### config.mk
export PLATFORM = sky130hd
export DESIGN_NAME = mem_access_stage
export DESIGN_NICKNAME = d
export VERILOG_FILES = /design/src/rtl/mem_access_stage_pkg.sv /design/src/rtl/mem_bus_fsm.sv /design/src/rtl/mem_access_stage.sv
export SDC_FILE = /design/constraint.sdc
export NUM_CORES = 1
export LEC_CHECK = 0
export CAP_MARGIN = 15
export CORE_MARGIN = 10
export CORE_UTILIZATION = 41
export DETAILED_ROUTE_END_ITERATION = 10
export PLACE_DENSITY = 0.86
export SLEW_MARGIN = 0
export SYNTH_ARGS = -nofsm -noshare
export SYNTH_HDL_FRONTEND = slang
export SYNTH_SLANG_ARGS = --single-unit
export TNS_END_PERCENT = 20
### constraint.sdc
create_clock -name clk -period 2.1 [get_ports clk]
set_input_delay 0.42 -clock clk [delete_from_list [all_inputs] [get_ports clk]]
set_output_delay 0.42 -clock clk [all_outputs]
set_load 0.005 [all_outputs]
### src/rtl/mem_access_stage_pkg.sv
// mem_access_stage_pkg: shared widths, bus timeout and memory FSM state encodings.
package mem_access_stage_pkg;
    localparam int DSIZE   = 16;
    localparam int ISIZE   = 16;
    localparam int RADDR   = 4;
    localparam int TIMEOUT = 255;
    typedef enum logic {MEM_IDLE, MEM_WAIT} mem_state_e;
endpackage

### src/rtl/mem_bus_fsm.sv
// mem_bus_fsm: req/ack data-bus sequencer with wait counter, timeout and sticky bus_err.
module mem_bus_fsm
    import mem_access_stage_pkg::*;
#(
    parameter int DW      = DSIZE,
    parameter int TMO     = TIMEOUT
) (
    input  logic          clk,
    input  logic          rst,
    input  logic          mem_op,
    input  logic          we,
    input  logic [DW-1:0] addr,
    input  logic [DW-1:0] wdata,
    input  logic          mem_ack,
    output logic          stall,
    output logic          acked,
    output logic          mem_req,
    output logic          mem_we,
    output logic [DW-1:0] mem_addr,
    output logic [DW-1:0] mem_wdata,
    output logic          bus_err
);
    mem_state_e state, next;
    logic [7:0] cnt;
    logic       busy, tmo, done;

    always_comb begin
        busy  = state == MEM_WAIT;
        acked = busy & mem_ack;
        tmo   = busy & ~mem_ack & (cnt == 8'(TMO));
        done  = acked | tmo;
        // gated by rst so stall reads 0 while the core is held in reset
        stall = rst & (busy ? ~done : mem_op);
        next  = busy ? (done ? MEM_IDLE : MEM_WAIT) : (mem_op ? MEM_WAIT : MEM_IDLE);
    end

    always_ff @(posedge clk or negedge rst)
        if (!rst) state <= MEM_IDLE;
        else      state <= next;

    always_ff @(posedge clk or negedge rst)
        if (!rst) begin
            mem_req   <= 1'b0;
            mem_we    <= 1'b0;
            mem_addr  <= '0;
            mem_wdata <= '0;
            cnt       <= '0;
            bus_err   <= 1'b0;
        end else if (!busy && mem_op) begin
            mem_req   <= 1'b1;
            mem_we    <= we;
            mem_addr  <= addr;
            mem_wdata <= wdata;
            cnt       <= '0;
        end else if (busy) begin
            if (done) mem_req <= 1'b0;
            if (tmo) bus_err <= 1'b1;
            cnt <= cnt + 8'd1;
        end
endmodule

### src/rtl/mem_access_stage.sv
// mem_access_stage: pipeline memory stage; drives the data bus and the MEM/WB register.
module mem_access_stage
    import mem_access_stage_pkg::*;
#(
    parameter int DW  = DSIZE,
    parameter int IW  = ISIZE,
    parameter int RW  = RADDR,
    parameter int TMO = TIMEOUT
) (
    input  logic          clk,
    input  logic          rst,
    input  logic [RW-1:0] w_addr_in,
    input  logic [DW-1:0] w_data_in,
    input  logic [DW-1:0] Rdata2_in,
    input  logic          memWrite_in,
    input  logic          memRead_in,
    input  logic          memToReg_in,
    input  logic          wen_in,
    input  logic          jal_in,
    input  logic [IW-1:0] PC_in,
    output logic          stall,
    output logic          mem_req,
    output logic          mem_we,
    output logic [DW-1:0] mem_addr,
    output logic [DW-1:0] mem_wdata,
    input  logic [DW-1:0] mem_rdata,
    input  logic          mem_ack,
    output logic [RW-1:0] w_addr_out,
    output logic [DW-1:0] w_data_out,
    output logic          wen_out,
    output logic          bus_err
);
    logic          acked;
    logic [DW-1:0] wb;

    mem_bus_fsm #(.DW(DW), .TMO(TMO)) u_fsm (
        .clk      (clk),
        .rst      (rst),
        .mem_op   (memRead_in | memWrite_in),
        .we       (memWrite_in),
        .addr     (w_data_in),
        .wdata    (Rdata2_in),
        .mem_ack  (mem_ack),
        .stall    (stall),
        .acked    (acked),
        .mem_req  (mem_req),
        .mem_we   (mem_we),
        .mem_addr (mem_addr),
        .mem_wdata(mem_wdata),
        .bus_err  (bus_err)
    );

    // a timed-out load returns 0 because acked stays low
    always_comb
        wb = jal_in ? DW'(PC_in) + DW'(1) : memToReg_in ? (acked ? mem_rdata : '0) : w_data_in;

    always_ff @(posedge clk or negedge rst)
        if (!rst) begin
            w_addr_out <= '0;
            w_data_out <= '0;
            wen_out    <= 1'b0;
        end else begin
            w_addr_out <= w_addr_in;
            w_data_out <= wb;
            wen_out    <= wen_in & ~stall;
        end
endmodule

---- Word level (Yosys, flattened, before mapping) ----
Cells that the tools add are included.
storage, ports and cells
  register bits after elaboration ......... 65
  logic and storage cells ................. 42
  memories ................................ 0
  input bits .............................. 76
  bits in latches ......................... 0
  RAM bits ................................ 0
  bits in read-only memories .............. 0
operators by class
  divide/modulo/power cells ............... 0
  magnitude comparators ................... 0
  multiply operators ...................... 0
  mux-type cells .......................... 12
  reduce and logical (&&, ||, !) cells .... 6
  $add $sub $neg .......................... 2
  equal/unequal tests ..................... 1
  shifts and indexed selects .............. 0
  bitwise logic cells ..................... 11
operator list
  operator                                        count
  two-way mux 16 bit                              3
  adder 16 x 1 -> 16 bit (second input constant)  1
  two-way mux 8 bit                               2
  adder 8 x 1 -> 8 bit (second input constant)    1
  == test 8 bit (second input constant)           1
  two-way mux 1 bit                               7
  bitwise AND 1 bit                               5
  inverter 1 bit                                  4
  nonzero test 2 bit                              2
  AND reduction 3 bit                             1
  bitwise OR 1 bit                                2
  AND reduction 2 bit                             1
  logical AND 1 bit                               1
  logical NOT 1 bit                               1

---- Depth between registers and ports, before layout ----
  word-level depth ........................ 9
  mapped depth ............................ 6

---- Modules after synthesis ----
A second synthesis with hierarchy kept.
unflattened totals
  cells, all modules ...................... 302
  area, all modules ....................... 2,916.5 sq um
modules (own cells, without submodules)
  module            cells an instance  instances  sequential area each (sq um)  area an instance (sq um)
  mem_bus_fsm       193                1          1,101.1                       1,798.0
  mem_access_stage  109                1          525.5                         1,118.6

---- Least setup slack after synthesis ----
Ideal clock, no wire load.
  kind .................................... register to output
  start point ............................. register u_fsm.cnt[0]
  end point ............................... output stall
  setup slack ............................. 0.349 ns
  data arrival time ....................... 1.331 ns
  stages on the path, launching flop included .. 6
  cell sequence ........................... dfrtp_1 -> ha_1 -> nand4_1 -> nor4_1 -> nor3_1 -> and2_1
on the way
  longest elaborated chain between the ends .. 6
ends and longest elaborated chain
  element                 RTL line                source
  start, declared         mem_bus_fsm.sv:24       logic [7:0] cnt;
  start signal, assigned  mem_bus_fsm.sv:58       cnt <= cnt + 8'd1;
  == test 8 bit           mem_bus_fsm.sv:30       tmo = busy & ~mem_ack & (cnt == 8'(TMO));
  bitwise AND 1 bit       mem_bus_fsm.sv:30
  bitwise OR 1 bit        mem_bus_fsm.sv:31       done = acked | tmo;
  inverter 1 bit          mem_bus_fsm.sv:33       stall = rst & (busy ? ~done : mem_op);
  two-way mux 1 bit       mem_bus_fsm.sv:33
  bitwise AND 1 bit       mem_bus_fsm.sv:33
  end, declared           mem_access_stage.sv:21  output logic stall,
No other way between the ends.

---- Final worst setup path ----
  start point ............................. register u_fsm.cnt[1]
  end point ............................... output stall
Same word-level chain as after synthesis.

==> reports/qor.yml <==
drtIter0Drc: 101
via_per_inst: 5.41
numPortBuffers: 132
p_seq_frac: 0.429
synth_edf_count: 0
final_cells: 482
core_area_um2: 6760
cellLeakagePower_uw: 0.00195
via_count: 2606
status: "finished clean"
layout_commonest_cell: "clkdlybuf4s50_1"
synth_nets: 313
cts_root_buffer: "clkbuf_8"
yosysWarningCount: 0
post-route-util: 0.692
htree_levels: 3
clk_latency_ns: 0.33
rsz0062_at_grt: "yes"
cap_violations: 0
yosysUniqueCellTypes: 37
clkTransAtPathRegs_ns: 0.07
wirelength_um: 9300
synth-main-ff-cell: "dfrtp_1"
comb_power_share: 0.281
antenna_found_initial: 0
finalSetupTns_ns: 0
grt_usage: 0.172
die_area_um2: 10700
avgSynthCellArea_um2: 12.1
hold_violations: 0
pwr-share-clk: 0.290
critPathKind: "flip-flop to output port"
critPathTopFamily: "simple AND/OR/NAND/NOR gates"
max_freq_mhz: 480
slew_headroom: 0.662
gp_congestion: 0.860
postCtsHoldBufs: 0
grt_pass1_wl_um: 14000
ir_worst_vdd_mv: 0.492
die_h_um: 103
fp-row-count: 30
dp_cells: 462
overflow: 0
fin_nets: 476
drive_gt1_frac: 0.221
syn_area_um2: 2850
worst-endpoint-required_ns: 1.68
antennaDiodeCount: 0
nFillCells: 493
tritoncts: "built"
fin_worst_skew_ns: 0.00655
path_cells: "ha_2, nand4_1, nor4_4, nor3_2, and2_1, buf_2"
io_pins: 133
grt_max_degree: 38
startpoint_type: "flip-flop"
grt_pass1_vias: 2682
syn_to_final_growth_pct: 64.1
post-route-period-util: 0.993
die_w_um: 103
hpwl_um: 7320
seq_area_frac_synth: 0.571
critPathSlowestCell: "dfrtp_1"
layout_min_cycle_time_ns: 2.09
drc: 0
switchingPower_uw: 931
synthCells: 235
fin_area_um2: 4680
p_int_uw: 2740
min_path_type: "input pin to async pin"
synth-seq-cells: 65
max_stage_delay_ns: 0.36
finalMaxSlewViolations: 0
power.density_nw_per_um2: 784
whs_ns: 0.181
drt-pass1-iter-count: 5
setup_violations: 0
path_buf_inv: 1
synth_async_sr_flop_share: 1.00
postPlaceCellArea_um2: 4430
clock-sinks: 65
crit_arrival_ns: 1.67
final_cell_mix: "clkdlybuf4s50_1 (130), dfrtp_1 (65), mux2_2 (33)"
ant_nets: 0
path_max_fanout: 2
initial_core_util: 0.422
cts_buffers: 9
tightest_slew_ns: 0.507
crit_path_end_kind: "output port"
switching_share: 0.254
wl_per_cell_um: 19.3
clockBufferDepth: 2
synthesized netlist by cell type (2+ instances only):
cell | count | area [µm²]
nand2_1 | 8 | 30.0
nand4_2 | 2 | 25.0
buf_2 | 4 | 20.0
o31ai_1 | 2 | 15.0
a21oi_1 | 16 | 80.1
or3_1 | 2 | 12.5
nor2_1 | 3 | 11.3
a221oi_1 | 4 | 35.0
nor3_1 | 6 | 30.0
mux2_2 | 33 | 372
and3_1 | 13 | 81.3
nand3_1 | 8 | 40.0
a31oi_1 | 2 | 12.5
nor4_1 | 4 | 25.0
dfrtp_1 | 65 | 1630
inv_1 | 8 | 30.0
ha_1 | 2 | 25.0
xnor2_1 | 10 | 87.6
a211oi_1 | 11 | 82.6
nand4_1 | 3 | 18.8
and2_1 | 2 | 12.5
clkbuf_1 | 7 | 26.3
o21ai_0 | 6 | 30.0
sequential cells by signal, summed over array words and instances (netlist names):
register         cells
w_addr_out           4
wen_out              1
u_fsm.mem_wdata     16
u_fsm.cnt            8
u_fsm.bus_err        1
w_data_out          16
u_fsm.mem_req        1
u_fsm.mem_addr      16
u_fsm.mem_we         1
u_fsm.busy           1
timing repair:
action                     4_1_cts  5_1_grt
setup buffers                    4        1
resized for setup                8        0
setup endpoints to repair        1        1
pin swaps                        5        3
power groups by stage:
stage	registers [µW]	clock network [µW]	logic [µW]
2_1_floorplan	1600	0	302
3_3_place_gp	1580	0	991
3_5_place_dp	1600	0	1020
4_1_cts	1570	1090	1040
5_1_grt	1600	1140	1110
6_report	1570	1060	1030
metrics by stage:
stage | total power, µW | setup WS (ns)
global route | 3840 | -0.0702
CTS | 3710 | -0.0672
detailed placement | 2620 | -0.397
global placement | 2570 | -0.302
finish | 3670 | 0.0148
floorplan | 1900 | 0.349
logic make-up (layout without fill, tap and decap cells):
| group | count (synthesis) | after routing | synth area share |
|---|---|---|---|
| multiplexers | 34 | 34 | 0.134 |
| AND/OR/NAND/NOR | 56 | 56 | 0.116 |
| buffers and inverters | 19 | 186 | 0.0268 |
| flip-flops | 65 | 65 | 0.571 |
| XOR/XNOR | 11 | 11 | 0.0338 |
| AO/OA/AOI/OAI | 48 | 48 | 0.110 |
| adder cells (fa/ha/maj) | 2 | 2 | 0.00878 |
routing by layer:
layer / GRT usage / wire, µm / vias up / part of all wire
li1: - / - / 1191 / -
met1: 0.186 / 3370 / 1294 / 0.36
met2: 0.311 / 5080 / 113 / 0.55
met3: 0.0578 / 763 / 8 / 0.082
met4: 0.0471 / 89 / 0 / 0.0096
met5: 0 / 0 / - / 0
path summary, 6_finish.rpt:
path	startpoint	to	slack, ns	depth (start not counted)
hold reg to reg	u_fsm.bus_err	u_fsm.bus_err	0.48	1
max in group asynchronous	rst	w_addr_out[0]	1.55	2
hold / removal	rst	w_data_out[4]	0.18	2
setup / recovery	u_fsm.cnt[1]	stall	0.01	6
setup reg to reg	u_fsm.busy	w_data_out[15]	0.56	5
min in group clk	u_fsm.bus_err	u_fsm.bus_err	0.48	1
final cells by class:
type	instances	area, µm²	area share
multi-input combinational	151	1170	0.250
inverter	8	30.0	0.00642
tap	80	100	0.0214
clock inverter	3	40.0	0.00856
clock buffer	12	155	0.0332
sequential	65	1630	0.348
timing repair buffer	163	1560	0.333
(Power assumes the default switching activity.)
